--- src/rtl/loader_pkg.sv ---
// -----------------------------------------------------------------------------
// loader_pkg
// Shared definitions for the instruction-memory boot loader.
//   loader_state_t : loader FSM state encoding
//   WORD_BYTES     : bytes packed into one instruction word
//   HDR_BYTES      : bytes in the big-endian word-count header
//   IDX_W          : width of the byte index inside a word
// -----------------------------------------------------------------------------
package loader_pkg;

    typedef enum logic [2:0] {
        ST_IDLE   = 3'd0,
        ST_HDR_HI = 3'd1,
        ST_HDR_LO = 3'd2,
        ST_DATA   = 3'd3,
        ST_CSUM   = 3'd4,
        ST_DONE   = 3'd5,
        ST_ERR    = 3'd6
    } loader_state_t;

    localparam int WORD_BYTES = 4;
    localparam int HDR_BYTES  = 2;
    localparam int IDX_W      = $clog2(WORD_BYTES);

endpackage : loader_pkg

--- src/rtl/imem_boot_loader_byte_packer.sv ---
// -----------------------------------------------------------------------------
// byte_packer
// Packs accepted bytes big-endian into 32-bit words: the first byte of a word
// lands in [31:24], the last in [7:0].
// Ports:
//   clk, rst_n  : clock, asynchronous active-low reset
//   clr         : restart packing at byte 0 (new load)
//   byte_valid  : a byte is consumed this cycle
//   byte_data   : the byte
//   word_valid  : combinational, high while the last byte of a word is consumed
//   word        : assembled word, valid together with word_valid
// -----------------------------------------------------------------------------
module byte_packer
    import loader_pkg::*;
(
    input  logic        clk,
    input  logic        rst_n,
    input  logic        clr,
    input  logic        byte_valid,
    input  logic [7:0]  byte_data,
    output logic        word_valid,
    output logic [31:0] word
);

    localparam int                 SH_W     = (WORD_BYTES - 1) * 8;
    localparam logic [IDX_W-1:0]   LAST_IDX = IDX_W'(WORD_BYTES - 1);

    logic [IDX_W-1:0] idx_q;
    logic [SH_W-1:0]  shreg_q;

    // The final byte is not stored; it is spliced straight into the word so
    // the word is available in the same cycle it completes.
    assign word_valid = byte_valid && (idx_q == LAST_IDX);
    assign word       = {shreg_q, byte_data};

    // NOTE: sequential state uses non-blocking assignments so every register
    // samples the pre-edge values, independent of statement order.
    always_ff @(posedge clk or negedge rst_n) begin
        if (!rst_n) begin
            idx_q   <= '0;
            shreg_q <= '0;
        end else if (clr) begin
            idx_q   <= '0;
        end else if (byte_valid) begin
            shreg_q <= {shreg_q[SH_W-9:0], byte_data};
            idx_q   <= word_valid ? '0 : idx_q + 1'b1;
        end
    end

endmodule : byte_packer

--- src/rtl/imem_boot_loader.sv ---
// -----------------------------------------------------------------------------
// imem_boot_loader
// Receives a program image as a byte stream (2-byte big-endian word count,
// then count*4 data bytes), writes the packed words into instruction memory
// starting at BASE_ADDR, and holds the core in reset until loading is done.
//
// Optional build macro: LOADER_CHECKSUM_EN
//   When defined, one extra byte follows the data and must equal the XOR of
//   all data bytes; a mismatch ends in ERR. Undefined: no checksum byte.
//
// Ports:
//   clk, rst_n          : clock, asynchronous active-low reset
//   start               : pulse, begins a load from IDLE, DONE or ERR
//   in_valid/in_data    : byte stream, transfers when in_valid && in_ready
//   in_ready            : loader accepts a byte this cycle
//   imem_wr_en          : one-cycle write strobe per word
//   imem_wr_addr        : byte address of the word being written
//   imem_wr_data        : instruction word
//   cpu_rst_n           : core reset, released only in DONE
//   done / error        : load finished / load rejected
// -----------------------------------------------------------------------------
module imem_boot_loader
    import loader_pkg::*;
#(
    parameter logic [31:0] BASE_ADDR = 32'h0000_0000,
    parameter int          MAX_WORDS = 256
) (
    input  logic        clk,
    input  logic        rst_n,
    input  logic        start,
    input  logic        in_valid,
    input  logic [7:0]  in_data,
    output logic        in_ready,
    output logic        imem_wr_en,
    output logic [31:0] imem_wr_addr,
    output logic [31:0] imem_wr_data,
    output logic        cpu_rst_n,
    output logic        done,
    output logic        error
);

    loader_state_t state_q, state_d;
    logic [15:0]   hdr_count_q;
    logic [15:0]   word_cnt_q;
    logic [15:0]   hdr_next;
    logic          accept;
    logic          start_load;
    logic          last_word;
    logic          pk_valid;
    logic [31:0]   pk_word;
`ifdef LOADER_CHECKSUM_EN
    logic [7:0]    xor_q;
`endif

    // in_ready depends on state only, never on in_valid.
    always_comb begin
        in_ready = 1'b0;
        case (state_q)
            ST_HDR_HI, ST_HDR_LO, ST_DATA: in_ready = 1'b1;
`ifdef LOADER_CHECKSUM_EN
            ST_CSUM:                       in_ready = 1'b1;
`endif
            default:                       in_ready = 1'b0;
        endcase
    end

    assign accept    = in_valid && in_ready;
    assign hdr_next  = {hdr_count_q[15:8], in_data};
    // word_cnt_q still names the word in flight until its write cycle ends.
    assign last_word = (word_cnt_q == hdr_count_q - 16'd1);

    byte_packer u_packer (
        .clk        (clk),
        .rst_n      (rst_n),
        .clr        (start_load),
        .byte_valid (accept && (state_q == ST_DATA)),
        .byte_data  (in_data),
        .word_valid (pk_valid),
        .word       (pk_word)
    );

    // NOTE: every signal written here gets a default first, so no path
    // leaves it unassigned and no latch is inferred.
    always_comb begin
        state_d    = state_q;
        start_load = 1'b0;
        cpu_rst_n  = 1'b0;
        done       = 1'b0;
        error      = 1'b0;
        case (state_q)
            ST_IDLE, ST_DONE, ST_ERR: begin
                cpu_rst_n = (state_q == ST_DONE);
                done      = (state_q == ST_DONE);
                error     = (state_q == ST_ERR);
                if (start) begin
                    state_d    = ST_HDR_HI;
                    start_load = 1'b1;
                end
            end
            ST_HDR_HI: if (accept) state_d = ST_HDR_LO;
            ST_HDR_LO: begin
                if (accept) begin
                    if (hdr_next == 16'd0) begin
`ifdef LOADER_CHECKSUM_EN
                        state_d = ST_CSUM;
`else
                        state_d = ST_DONE;
`endif
                    end else if (int'(hdr_next) > MAX_WORDS) begin
                        state_d = ST_ERR;
                    end else begin
                        state_d = ST_DATA;
                    end
                end
            end
            ST_DATA: begin
`ifdef LOADER_CHECKSUM_EN
                // Leave on the last byte so a checksum byte arriving during
                // the final write cycle is taken by CSUM, not by the packer.
                if (pk_valid && last_word) state_d = ST_CSUM;
`else
                if (imem_wr_en && last_word) state_d = ST_DONE;
`endif
            end
`ifdef LOADER_CHECKSUM_EN
            ST_CSUM: begin
                if (accept) state_d = (in_data == xor_q) ? ST_DONE : ST_ERR;
            end
`endif
            default: state_d = ST_IDLE;
        endcase
    end

    always_ff @(posedge clk or negedge rst_n) begin
        if (!rst_n) begin
            state_q      <= ST_IDLE;
            hdr_count_q  <= '0;
            word_cnt_q   <= '0;
            imem_wr_en   <= 1'b0;
            imem_wr_addr <= BASE_ADDR;
            imem_wr_data <= '0;
        end else begin
            state_q    <= state_d;
            imem_wr_en <= pk_valid;
            if (pk_valid) imem_wr_data <= pk_word;

            if (state_q == ST_HDR_HI && accept) hdr_count_q[15:8] <= in_data;

            if (state_q == ST_HDR_LO && accept) begin
                hdr_count_q[7:0] <= in_data;
                word_cnt_q       <= '0;
                imem_wr_addr     <= BASE_ADDR;
            end else if (imem_wr_en) begin
                // Address advances after the write cycle; wraps modulo 2^32.
                imem_wr_addr <= imem_wr_addr + 32'd4;
                word_cnt_q   <= word_cnt_q + 16'd1;
            end
        end
    end

`ifdef LOADER_CHECKSUM_EN
    always_ff @(posedge clk or negedge rst_n) begin
        if (!rst_n) begin
            xor_q <= '0;
        end else if (start_load) begin
            xor_q <= '0;
        end else if (state_q == ST_DATA && accept) begin
            xor_q <= xor_q ^ in_data;
        end
    end
`endif

endmodule : imem_boot_loader

--- config.mk ---
export PLATFORM = sky130hd
export DESIGN_NAME = imem_boot_loader
export DESIGN_NICKNAME = d
export VERILOG_FILES = /design/src/rtl/loader_pkg.sv /design/src/rtl/imem_boot_loader_byte_packer.sv /design/src/rtl/imem_boot_loader.sv
export SDC_FILE = /design/constraint.sdc
export NUM_CORES = 1
export LEC_CHECK = 0
export BUFFER_PORTS_ARGS = -buffer_cell sky130_fd_sc_hd__buf_2
export CAP_MARGIN = 20
export CORE_MARGIN = 8
export CORE_UTILIZATION = 30
export CTS_BUF_LIST = sky130_fd_sc_hd__clkbuf_4
export CTS_CLUSTER_SIZE = 24
export DETAILED_ROUTE_END_ITERATION = 16
export HOLD_SLACK_MARGIN = 0.1
export PLACE_DENSITY = 0.56
export SYNTH_ARGS = -nofsm -noshare
export SYNTH_HDL_FRONTEND = slang
export SYNTH_HIERARCHICAL = 1
export SYNTH_SLANG_ARGS = --single-unit
--- constraint.sdc ---
create_clock -name clk -period 3.5 [get_ports clk]
set_input_delay 0.525 -clock clk [delete_from_list [all_inputs] [get_ports clk]]
set_output_delay 0.525 -clock clk [all_outputs]
set_load 0.02 [all_outputs]
==> results of run 1 <==
layer usage:
| layer | vias to the layer above | wire length, um | share of wire | global-route usage |
|---|---|---|---|---|
| met3 | 14 | 819 | 0.060 | 0.03549 |
| met4 | 0 | 167 | 0.012 | 0.03536 |
| li1 | 1990 | - | - | - |
| met1 | 2083 | 6226 | 0.46 | 0.1425 |
| met2 | 94 | 6388 | 0.47 | 0.1826 |
| met5 | - | 0 | 0 | 0 |
final cells by class:
cell class / count / area (um^2) / share of cell area
sequential: 124 / 3103 / 0.4506
multi-input combinational: 369 / 2705 / 0.3928
timing repair buffer: 83 / 445.4 / 0.06468
tap: 270 / 337.8 / 0.04906
clock inverter: 14 / 146.4 / 0.02126
clock buffer: 17 / 127.6 / 0.01853
inverter: 5 / 18.77 / 0.002725
antenna: 1 / 2.502 / 0.0003634
power groups by stage:
stage                     logic, mW  registers (mW)  clock network (mW)
after CTS                      1.74            2.29                1.03
after detailed placement       1.73            2.32                   0
after global placement         1.68            2.29                   0
after floorplan                1.22            2.37                   0
final                          1.73            2.29               0.994
after global routing           1.88            2.37                1.10
worst register-to-register path: stages, from the launching register on:
cell     delay (ns)
dfrtp_1        0.60
xor2_1         0.19
inv_1          0.12
nand2_1        0.07
and3b_1        0.23
nor2b_4        0.73
mux2_2         0.43
registers in the layout (all words and copies together) (netlist names):
signal            cells
u_packer/shreg_q     24
hdr_count_q          16
imem_wr_data         32
state_q               3
imem_wr_en            1
word_cnt_q           16
u_packer/idx_q        2
imem_wr_addr         30
cells by family after synthesis:
logic type,Yosys count
other cells,1
compound gates,48
mux,77
buf+inv,38
flops,124
fa+ha+maj,4
xor+xnor,56
simple gates,182
metrics by stage:
stage | hold slack [ns] | worst slack (ns) | total power, mW
2_1_floorplan | 0.2294 | 1.334 | 3.583
3_3_place_gp | 0.4855 | 1.153 | 3.965
3_5_place_dp | 0.4917 | 1.043 | 4.048
4_1_cts | 0.1690 | 1.028 | 5.062
5_1_grt | 0.1703 | 0.8747 | 5.349
6_report | 0.2343 | 1.034 | 5.010
worst paths after layout:
kind | from | to | slack (ns) | depth (start not counted)
worst min-delay path | start | state_q[2]$_DFFE_PN0P_ | 0.23 | 2
worst min register to register | imem_wr_data[4]$_DFFE_PN0P_ | imem_wr_data[4]$_DFFE_PN0P_ | 0.51 | 1
worst max register to register | state_q[0]$_DFFE_PN0P_ | u_packer/shreg_q[11]$_DFFE_PN0P_ | 1.03 | 6
min in group asynchronous | rst_n | u_packer/shreg_q[16]$_DFFE_PN0P_ | 0.52 | 2
worst max-delay path | state_q[0]$_DFFE_PN0P_ | u_packer/shreg_q[11]$_DFFE_PN0P_ | 1.03 | 6
max in group asynchronous | rst_n | word_cnt_q[15]$_DFFE_PN0P_ | 2.18 | 3
synth_stat cells (all sizes together) (13+ instances only):
cell type and instances:
nand2 34, buf 20, xor2 39, and3 13
xnor2 17, dfrtp 124, nor2 58, mux2 71
nand3 18, clkbuf 13, a21oi 19
timing repair:
item / in CTS / in global routing
hold buffers: 1 / 0
endpoints found under the hold margin: 40 / 0
gates resized for setup: 0 / 0
==> PnR_summary.wiki, run 1 <==
{| class="wikitable"
! Metric !! Value
|-
| Post-synth top area cell || dfrtp_1
|-
| Initial detailed-routing violation count || roughly 190
|-
| Post-synthesis sequential element count || between 100 and 150
|-
| Final setup TNS || 0 ns
|-
| Via count of the first global-routing pass || 4179
|-
| GPL Wtd Cong || about 0.85
|-
| Leading register cell type out of synthesis || dfrtp_1
|-
| Slowest cell on the critical path || nor2b_4
|-
| Total clock sinks || 124
|-
| Leakage power summed over all cells || 3.283 nW
|-
| Mux cell area share after synthesis || 0.1545
|-
| Final period demand of the worst path || 2.466 ns
|-
| Slew at the pin with the worst max-slew slack || between 0.9 and 1 ns
|-
| Maximum root-to-sink buffer count || 2
|-
| Area Overhead vs Synth || 14.31%
|-
| Pre-Repair DR Iteration Count || 4
|-
| P per Cell Area || roughly 730 nW/um^2
|-
| Die W || roughly 160 um
|-
| Highest achievable clock rate || 405.5 MHz
|-
| Number of enable flip-flop cells after synthesis || 0
|-
| Worst Setup Start Kind || flip-flop
|-
| Cell breakdown of the critical path || xor2_1, inv_1, nand2_1, and3b_1, nor2b_4, mux2_2
|-
| CTS Buf Count || 17
|-
| Count of warnings emitted by yosys || 6
|-
| Status || finished, final reports clean
|-
| Clock-pin slew on the worst setup and hold paths || around 0.11 ns
|-
| Final number of setup-violating endpoints || 0
|-
| Seq/Total Area, Yosys || 0.5151
|-
| Fraction of layout instances using a drive strength above 1 || 0.3105
|-
| Number of fill cells || about 2000
|-
| H-tree depth reported by CTS || 4
|-
| Distinct cell type count of the synthesized netlist || 54
|-
| Layout Nets || about 600
|-
| RSZ-0062 raised after global routing || no
|-
| Switching share of power || 0.3761
|-
| Area of the core region || 19970 um^2
|-
| Sequential group share of total power || 0.457
|-
| Most common library cell in the layout ignoring fill and taps || dfrtp_1
|-
| Routed len/inst || 15.40 um
|-
| Proportion of power drawn by combinational gates || 0.344
|-
| Remaining routing DRC violations || 0
|-
| Final antenna-violating net count || 0
|-
| TritonCTS clock tree || built
|-
| Final Instance Count excl. Fillers || slightly below 900
|-
| DR vias/cell || between 4 and 5
|-
| Classification of the worst setup path || reg -> reg
|-
| Synth Area in XOR/XNOR || 0.08141
|-
| Netlist area before placement || between 6000 and 7000 um^2
|-
| Cell area reported after detailed placement || around 6600 um^2
|-
| Largest cells by area after synthesis || dfrtp_1 (52%), mux2_2 (9.7%), xor2_1 (5.7%)
|-
| Floorplan die area || around 25000 um^2
|-
| Most frequent cells in the layout || dfrtp_1 (124), buf_2 (77), nor2_1 (58)
|-
| Cell at the root of the clock tree || clkbuf_4
|-
| Worst vdd rail ir drop || roughly 0.22 mV
|-
| Area share of fa/ha/maj cells after synthesis || 0.008307
|-
| Number of buffer and inverter instances along the worst setup path || 1
|-
| Clock latency reported for the late side of the worst-skew pair || around 0.53 ns
|-
| Largest fanout on the critical path || 25
|-
| Initial standard-cell utilization of the core || 0.3016
|-
| Final Skew || approximately 0.021 ns
|-
| Clock network power share || 0.198
|-
| Internal Power || roughly 3.1 mW
|-
| Post-Synthesis Mean Instance Area || 11.37 um^2
|-
| Boundary pin count || around 80
|-
| Post-synthesis async set-or-reset flop share || 1.000
|-
| Number of max-slew violations in the final report || 0
|-
| Tightest slew margin relative to the limit || 0.3848
|-
| Period utilization || 0.7046
|-
| Category of cells accounting for the largest share of critical-path delay || simple AND/OR/NAND/NOR gates
|-
| PortBufs || roughly 80
|-
| Post-CTS setup-driven buffer insertion count || 0
|-
| WL final || between 10000 and 15000 um
|-
| First-pass GRT wire length || about 22000 um
|-
| Number of instances in the placed design || 850
|-
| Die Y-Extent || around 160 um
|-
| Largest family of logic cells by synthesized area || multiplexers
|-
| Floorplan row count || between 50 and 60
|-
| Layout Utilization || 0.3448
|-
| Arrival @ worst endpoint || a little under 3 ns
|-
| Overall routing resource usage || 0.1134
|-
| Class of the tightest hold or removal check || in -> reg
|-
| Detail Placement HPWL || 9703 um
|-
| Sort of element at the end of the critical path || flip-flop
|-
| Post-synthesis simple-gate area fraction || 0.1533
|-
| Via count || 4181
|-
| Switching power of the nets || 1.884 mW
|-
| Post-synthesis compound-gate area fraction || 0.04943
|-
| Number of antenna violations at the first check in global routing || 1
|-
| Sum of overflow across all layers after global routing || 0
|-
| Gate Count Post-Synth || 530
|-
| Final hold violation count || 0
|-
| Largest net degree at the start of global routing || 58
|-
| Count of maximum capacitance violations || 0
|-
| Crit path largest cell delay || approximately 0.73 ns
|-
| Required time at the endpoint of the critical path || 3.93 ns
|-
| Finished Cell Area || 6887 um^2
|-
| Share of Yosys cell area claimed by the top area cell type || 0.5151
|}
No activity file was read; power rests on OpenSTA's default activity.
==> run 2, diff against run 1 <==
- ABC_AREA: default -> 1
- clock period: 3.5 -> 2.43 ns (I/O delays scaled with it)
==> PnR_summary.wiki, run 2 <==
{| class="wikitable"
! Metric !! Value
|-
| Gate Count Post-Synth || 745 (was 530)
|-
| Clock-pin slew on the worst setup and hold paths || 0.13 ns (was 0.11 ns)
|-
| H-tree depth reported by CTS || 4 (unchanged)
|-
| Largest registers in the final layout || imem_wr_data: 32 flops, imem_wr_addr: 30 flops, u_packer/shreg_q: 24 flops (unchanged)
|-
| Total clock sinks || 124 (unchanged)
|-
| Overall routing resource usage || 0.1250 (was 0.1134)
|-
| Clock latency reported for the late side of the worst-skew pair || 0.54 ns (was 0.53 ns)
|-
| Proportion of power drawn by combinational gates || 0.309 (was 0.344)
|-
| Cell at the root of the clock tree || clkbuf_4 (unchanged)
|-
| Switching power of the nets || 2.488 mW (was 1.884 mW)
|-
| Cell area reported after detailed placement || 7017 um^2 (was 6600 um^2)
|-
| Area of the core region || 20960 um^2 (was 19970 um^2)
|-
| Sort of element at the end of the critical path || flip-flop (unchanged)
|-
| Initial standard-cell utilization of the core || 0.3049 (was 0.3016)
|-
| Post-CTS setup-driven buffer insertion count || 0 (unchanged)
|-
| Class of the tightest hold or removal check || in -> reg (unchanged)
|-
| Layout Nets || 848 (was 616)
|-
| Leading register cell type out of synthesis || dfrtp_1 (unchanged)
|-
| Initial detailed-routing violation count || 303 (was 191)
|-
| Final hold violation count || 0 (unchanged)
|-
| Fraction of layout instances using a drive strength above 1 || 0.2308 (was 0.3105)
|-
| Floorplan row count || 53 (was 52)
|-
| Largest net degree at the start of global routing || 46 (was 58)
|-
| Slew at the pin with the worst max-slew slack || 0.6208 ns (was 0.9208 ns)
|-
| Routed len/inst || 14.14 um (was 15.40 um)
|-
| Remaining routing DRC violations || 0 (unchanged)
|-
| Final number of setup-violating endpoints || 0 (unchanged)
|-
| PortBufs || 78 (unchanged)
|-
| DR vias/cell || 4.618 (was 4.735)
|-
| GPL Wtd Cong || 0.7973 (was 0.8486)
|-
| Final period demand of the worst path || 2.020 ns (was 2.466 ns)
|-
| Status || finished, final reports clean (unchanged)
|-
| Critical R2R Capture || u_packer/shreg_q[7]$_DFFE_PN0P_ (was u_packer/shreg_q[11]$_DFFE_PN0P_)
|-
| Worst min-delay path startpoint || start (unchanged)
|-
| Worst R2R Path Depth || 10 (was 6)
|-
| Register with the highest flop count || imem_wr_data (unchanged)
|-
| Netlist area before placement || 6389 um^2 (was 6025 um^2)
|-
| Number of fill cells || 2231 (was 2029)
|-
| Post-synthesis simple-gate area fraction || 0.2662 (was 0.1533)
|-
| P per Cell Area || 828.3 nW/um^2 (was 727.5 nW/um^2)
|-
| Required time at the endpoint of the critical path || 2.85 ns (was 3.93 ns)
|-
| Top post-synthesis cells by count || nand2_1 (184), dfrtp_1 (124), inv_1 (87), nor2_1 (60), nand3_1 (41) (was dfrtp_1 (124), nor2_1 (58), mux2_2 (52), xor2_1 (39), nand2_1 (34))
|-
| Most instantiated library cell after synthesis || nand2_1 (was dfrtp_1)
|-
| First-pass GRT wire length || 26770 um (was 22180 um)
|-
| Cell depth of the worst min-delay path || 6 (was 2)
|-
| Post-synth top area cell || dfrtp_1 (unchanged)
|-
| Floorplan die area || 26220 um^2 (was 24870 um^2)
|-
| R2r startpoint || state_q[0]$_DFFE_PN0P_ (unchanged)
|-
| Overall power after layout || 6.106 mW (was 5.010 mW)
|-
| Most common library cell in the layout ignoring fill and taps || nand2_1 (was dfrtp_1)
|-
| Via count || 5172 (was 4181)
|-
| Detail Placement HPWL || 11370 um (was 9703 um)
|-
| PnR worst setup slack || 0.4098 ns (was 1.034 ns)
|-
| Die W || 161.9 um (was 157.7 um)
|-
| Arrival @ worst endpoint || 2.44 ns (was 2.89 ns)
|-
| Worst vdd rail ir drop || 0.3801 mV (was 0.2186 mV)
|-
| Classification of the worst setup path || reg -> reg (unchanged)
|-
| Highest achievable clock rate || 495.0 MHz (was 405.5 MHz)
|-
| Max reg flops || 32 (unchanged)
|-
| TritonCTS clock tree || built (unchanged)
|-
| Switching share of power || 0.4074 (was 0.3761)
|-
| Number of antenna violations at the first check in global routing || 0 (was 1)
|-
| RSZ-0062 raised after global routing || no (unchanged)
|-
| Seq/Total Area, Yosys || 0.4857 (was 0.5151)
|-
| Die Y-Extent || 161.9 um (was 157.7 um)
|-
| Synth Area in XOR/XNOR || 0.01919 (was 0.08141)
|-
| Distinct cell type count of the synthesized netlist || 48 (was 54)
|-
| Area Overhead vs Synth || 15.39% (was 14.31%)
|-
| Worst Setup Start Kind || flip-flop (unchanged)
|-
| Boundary pin count || 81 (unchanged)
|-
| Leakage power summed over all cells || 3.828 nW (was 3.283 nW)
|-
| Post-synthesis sequential element count || 124 (unchanged)
|-
| Internal Power || 3.618 mW (was 3.125 mW)
|-
| Count of maximum capacitance violations || 0 (unchanged)
|-
| Most frequent cells in the layout || nand2_1 (184), dfrtp_1 (124), inv_1 (87) (was dfrtp_1 (124), buf_2 (77), nor2_1 (58))
|-
| Via count of the first global-routing pass || 5233 (was 4179)
|-
| Clock network power share || 0.223 (was 0.198)
|-
| Largest cells by area after synthesis || dfrtp_1 (49%), nand2_1 (11%), mux2_2 (5.6%) (was dfrtp_1 (52%), mux2_2 (9.7%), xor2_1 (5.7%))
|-
| Number of enable flip-flop cells after synthesis || 0 (unchanged)
|-
| Number of antenna diodes || 0 (was 1)
|-
| Share of Yosys cell area claimed by the top area cell type || 0.4857 (was 0.5151)
|-
| Worst slack, placed || 0.4097 ns (was 1.043 ns)
|-
| CTS Buf Count || 17 (unchanged)
|-
| Mux cell area share after synthesis || 0.05640 (was 0.1545)
|-
| Worst Hold End || state_q[2]$_DFFE_PN0P_ (unchanged)
|-
| Number of max-slew violations in the final report || 0 (unchanged)
|-
| Tightest slew margin relative to the limit || 0.5861 (was 0.3848)
|-
| Sum of overflow across all layers after global routing || 0 (unchanged)
|-
| Largest fanout on the critical path || 26 (was 25)
|-
| Finished Cell Area || 7372 um^2 (was 6887 um^2)
|-
| Maximum root-to-sink buffer count || 2 (unchanged)
|-
| Pre-Repair DR Iteration Count || 4 (unchanged)
|-
| Period utilization || 0.8314 (was 0.7046)
|-
| Flop2flop setup slack || 0.41 ns (was 1.03 ns)
|-
| Count of warnings emitted by yosys || 6 (unchanged)
|-
| Sequential group share of total power || 0.468 (was 0.457)
|-
| Post-synthesis async set-or-reset flop share || 1.000 (unchanged)
|-
| Largest family of logic cells by synthesized area || simple AND/OR/NAND/NOR gates (was multiplexers)
|-
| Final Skew || 0.02416 ns (was 0.02080 ns)
|-
| Post-Synthesis Mean Instance Area || 8.575 um^2 (was 11.37 um^2)
|-
| Layout Utilization || 0.3518 (was 0.3448)
|-
| WL final || 15840 um (was 13600 um)
|-
| Final setup TNS || 0 ns (unchanged)
|-
| Post-synthesis compound-gate area fraction || 0.07599 (was 0.04943)
|-
| Final antenna-violating net count || 0 (unchanged)
|-
| Area share of fa/ha/maj cells after synthesis || 0.007834 (was 0.008307)
|}
run 2: cell types whose count changed in the layout (fill, tap and decap cells not counted), moves of 13 or more:
cell / change
xor2_1: -34
mux2_4: -19
nand3_1: +23
nand2_1: +150
mux2_2: -20
o21ai_0: +24
a21oi_1: +14
inv_1: +82
and3_1: -13
run 2: worst max-delay path by stage:
stage               cells after the start  slack [ns]                   start                                to
floorplan                              13        0.01  state_q[1]$_DFFE_PN0P_      imem_wr_data[10]$_DFFE_PN0P_
global placement                        9        0.41  state_q[1]$_DFFE_PN0P_   u_packer/shreg_q[3]$_DFFE_PN0P_
detailed placement                      9        0.41  state_q[1]$_DFFE_PN0P_   u_packer/shreg_q[7]$_DFFE_PN0P_
CTS                                     9        0.35  state_q[1]$_DFFE_PN0P_   u_packer/shreg_q[7]$_DFFE_PN0P_
global route                            9        0.06  state_q[1]$_DFFE_PN0P_  u_packer/shreg_q[18]$_DFFE_PN0P_
finish                                 10        0.41  state_q[0]$_DFFE_PN0P_   u_packer/shreg_q[7]$_DFFE_PN0P_
run 2: per-stage QoR:
| step | instances | hold slack [ns] |
|---|---|---|
| 2_1_floorplan | 746 | 0.06891 |
| 3_3_place_gp | 1079 | 0.4124 |
| 3_5_place_dp | 1079 | 0.4190 |
| 4_1_cts | 1120 | 0.2601 |
| 5_1_grt | 1120 | 0.3014 |
| 6_report | 1120 | 0.2995 |
run 2: critical path, stage by stage (launching register included):
cell and delay (ns):
dfrtp_1 0.46, inv_1 0.15, nor2_1 0.07, nor2_1 0.15
a21oi_1 0.10, inv_1 0.08, nor2_1 0.07, inv_2 0.41
nand2_8 0.22, nand2_1 0.11, nand2_1 0.06
run 2: cell families (layout without fill, tap and decap cells):
kind of cell,Yosys count,count (layout)
AND/OR/NAND/NOR,361,361
flip-flops,124,124
buffers and inverters,122,221
AO/OA/AOI/OAI,87,87
multiplexers,32,32
XOR/XNOR,14,14
adder cells (fa/ha/maj),4,4
other,1,2
run 2: timing repair:
action,in CTS,in global routing
hold buffers,9,0
endpoints found under the setup margin,0,3
gates resized for setup,0,1
hold endpoints to repair,53,0
run 2: routing by layer:
layer,vias up,share of wire,track usage,routed length [um]
li1,2588,-,-,-
met1,2477,0.48,0.1636,7650
met2,102,0.46,0.1997,7207
met3,5,0.057,0.03898,900
met4,0,0.0049,0.02525,78
met5,-,0,0,0
run 2: layout make-up:
cell class / count / area, um^2 / share of cell area
clock buffer: 18 / 135.1 / 0.01833
clock inverter: 14 / 121.4 / 0.01646
inverter: 92 / 347.8 / 0.04718
multi-input combinational: 500 / 2738 / 0.3714
sequential: 124 / 3103 / 0.4209
tap: 275 / 344.1 / 0.04667
timing repair buffer: 97 / 583.1 / 0.07909
run 2: power by group through the flow:
stage                     logic [mW]  registers, mW  clock network (mW)
after floorplan                 1.47           2.80                   0
after global placement          1.85           2.89                   0
after detailed placement        1.88           2.90                   0
after CTS                       1.89           2.86                1.41
after global routing            2.20           2.92                1.50
final                           1.88           2.86                1.36
==> run 3, diff against run 2 <==
- PLACE_DENSITY: 0.56 -> 0.58
- clock period: 2.43 -> 1.6 ns (I/O delays scaled with it)
==> PnR_summary.wiki, run 3 (synthesis gave the netlist of run 2 again) <==
{| class="wikitable"
! Metric !! Value
|-
| Failing checks || negative setup slack
|-
| Maximum root-to-sink buffer count || 2 (unchanged)
|-
| Clock latency reported for the late side of the worst-skew pair || 0.54 ns (about the same)
|-
| Floorplan row count || 53 (unchanged)
|-
| Die Y-Extent || 161.9 um (unchanged)
|-
| Number of antenna diodes || 0 (unchanged)
|-
| Required time at the endpoint of the critical path || 2.03 ns (was 2.85 ns)
|-
| Final period demand of the worst path || 1.843 ns (was 2.020 ns)
|-
| First-pass GRT wire length || 27180 um (was 26770 um)
|-
| Final antenna-violating net count || 0 (unchanged)
|-
| Final Skew || 0.02224 ns (was 0.02416 ns)
|-
| Total area of multi-input combinational cells || 3248 um^2 (was 2738 um^2)
|-
| Initial detailed-routing violation count || 402 (was 303)
|-
| Worst slack, placed || -0.2573 ns (was 0.4097 ns)
|-
| R2r startpoint || hdr_count_q[1]$_DFFE_PN0P_ (was state_q[0]$_DFFE_PN0P_)
|-
| Via count || 5734 (was 5172)
|-
| Arrival @ worst endpoint || 2.28 ns (was 2.44 ns)
|-
| Number of fill cells || 2057 (was 2231)
|-
| Worst vdd rail ir drop || 0.7168 mV (was 0.3801 mV)
|-
| Number of max-slew violations in the final report || 0 (unchanged)
|-
| Status || finished, violations left (was finished, final reports clean)
|-
| Boundary pin count || 81 (unchanged)
|-
| Detail Placement HPWL || 12060 um (was 11370 um)
|-
| Remaining routing DRC violations || 0 (unchanged)
|-
| Classification of the worst setup path || reg -> reg (unchanged)
|-
| Pre-Repair DR Iteration Count || 7 (was 4)
|-
| Fraction of layout instances using a drive strength above 1 || 0.4300 (was 0.2308)
|-
| PortBufs || 78 (unchanged)
|-
| GPL Wtd Cong || 0.8128 (was 0.7973)
|-
| Register with the highest flop count || imem_wr_data (unchanged)
|-
| Clock-pin slew on the worst setup and hold paths || 0.13 ns (about the same)
|-
| P per Cell Area || 1227 nW/um^2 (was 828.3 nW/um^2)
|-
| Largest registers in the final layout || imem_wr_data: 32 flops, imem_wr_addr: 30 flops, u_packer/shreg_q: 24 flops (unchanged)
|-
| Layout Nets || 982 (was 848)
|-
| WL final || 18290 um (was 15840 um)
|-
| Flop2flop setup slack || -0.24 ns (was 0.41 ns)
|-
| CTS Buf Count || 17 (unchanged)
|-
| Class of the tightest hold or removal check || in -> async (was in -> reg)
|-
| Finished Cell Area || 9300 um^2 (was 7372 um^2)
|-
| Period utilization || 1.152 (was 0.8314)
|-
| Worst Setup Start Kind || flip-flop (unchanged)
|-
| Largest net degree at the start of global routing || 39 (was 46)
|-
| PnR worst setup slack || -0.2429 ns (was 0.4098 ns)
|-
| Routed len/inst || 14.58 um (was 14.14 um)
|-
| Area of the core region || 20960 um^2 (unchanged)
|-
| Most common library cell in the layout ignoring fill and taps || nand2_1 (unchanged)
|-
| Highest achievable clock rate || 542.6 MHz (was 495.0 MHz)
|-
| Total clock sinks || 124 (unchanged)
|-
| Area Overhead vs Synth || 45.57% (was 15.39%)
|-
| Overall routing resource usage || 0.1276 (was 0.1250)
|-
| Sort of element at the end of the critical path || flip-flop (unchanged)
|-
| Final number of setup-violating endpoints || 74 (was 0)
|-
| H-tree depth reported by CTS || 4 (unchanged)
|-
| Final-layout worst hold slack || 0.1803 ns (was 0.2995 ns)
|-
| Most frequent cells in the layout || nand2_1 (171), buf_4 (109), dfrtp_1 (108) (was nand2_1 (184), dfrtp_1 (124), inv_1 (87))
|-
| Largest fanout on the critical path || 5 (was 26)
|-
| Number of antenna violations at the first check in global routing || 0 (unchanged)
|-
| Final hold violation count || 0 (unchanged)
|-
| Sequential Area || 3123 um^2 (was 3103 um^2)
|-
| Count of maximum capacitance violations || 0 (unchanged)
|-
| Cell area reported after detailed placement || 7731 um^2 (was 7017 um^2)
|-
| Worst R2R Path Depth || 16 (was 10)
|-
| RSZ-0062 raised after global routing || yes (was no)
|-
| Max reg flops || 32 (unchanged)
|-
| Via count of the first global-routing pass || 5359 (was 5233)
|-
| Initial standard-cell utilization of the core || 0.3049 (unchanged)
|-
| Critical R2R Capture || state_q[0]$_DFFE_PN0P_ (was u_packer/shreg_q[7]$_DFFE_PN0P_)
|-
| Cell at the root of the clock tree || clkbuf_4 (unchanged)
|-
| DR vias/cell || 4.573 (was 4.618)
|-
| Floorplan die area || 26220 um^2 (unchanged)
|-
| Leakage power summed over all cells || 4.732 nW (was 3.828 nW)
|-
| Die W || 161.9 um (unchanged)
|-
| TritonCTS clock tree || built (unchanged)
|-
| Sum of overflow across all layers after global routing || 0 (unchanged)
|}
==> run 3: cell type report <==
| class | count | share of cell area |
|---|---|---|
| clock buffers | 21 | 0.01695 |
| clock inverters | 11 | 0.01803 |
| inverters | 92 | 0.03848 |
| multi-input cells | 500 | 0.3493 |
| flip-flops and latches | 124 | 0.3358 |
| well taps | 275 | 0.03700 |
| repair buffers | 231 | 0.2045 |
==> run 3: worst max path at each step <==
stage,start,to,depth (start not counted)
after floorplan,state_q[1]$_DFFE_PN0P_,imem_wr_data[10]$_DFFE_PN0P_,13
after global placement,hdr_count_q[1]$_DFFE_PN0P_,state_q[1]$_DFFE_PN0P_,16
after detailed placement,hdr_count_q[1]$_DFFE_PN0P_,state_q[1]$_DFFE_PN0P_,16
after CTS,hdr_count_q[1]$_DFFE_PN0P_,state_q[1]$_DFFE_PN0P_,16
after global routing,hdr_count_q[0]$_DFFE_PN0P_,state_q[0]$_DFFE_PN0P_,16
final,hdr_count_q[1]$_DFFE_PN0P_,state_q[0]$_DFFE_PN0P_,16
==> run 3: critical path, cell delays in order, from the launching register on <==
cell and delay [ns]:
dfrtp_1 0.40, inv_2 0.08, ha_4 0.20, nand2_2 0.05, nand2_1 0.05, nor2_1 0.09
nand2_1 0.06, a21oi_1 0.12, nand2_1 0.08, nor2_2 0.11, nand2_1 0.05, nor2_1 0.09
nand2_1 0.08, nand2_2 0.10, nand3_2 0.08, nand2_1 0.07, nand2_1 0.05
==> run 3: where the power goes <==
| part | total [mW] | internal, mW | switching [mW] |
|---|---|---|---|
| combinational | 4.53 | 2.14 | 2.39 |
| clock | 2.55 | 1.31 | 1.24 |
| sequential | 4.33 | 3.72 | 0.609 |
==> run 3: per-layer routing <==
| metal | GRT usage | share of wire |
|---|---|---|
| met2 | 0.2050 | 0.48 |
| met4 | 0.02862 | 0.0057 |
| met5 | 0 | 0 |
| met1 | 0.1670 | 0.47 |
| met3 | 0.03670 | 0.047 |
==> run 3: metrics by stage <==
step	total power, mW	TNS (ns)	std cells	utilization
after floorplan	6.565	-12.79	746	-
after global placement	7.947	-9.274	1158	0.3689
after detailed placement	8.010	-10.87	1158	0.3689
after CTS	10.97	-7.412	1215	0.4046
after global routing	12.17	-16.09	1254	0.4438
final	11.41	-7.245	1254	0.4438
==> run 3: timing repair <==
item	in CTS	in global routing
cloned	0	7
buffers inserted	15	33
hold buffers	10	0
endpoints found under the hold margin	156	0
gates resized for setup	60	127
endpoints found under the setup margin	80	100
pin swaps	18	40
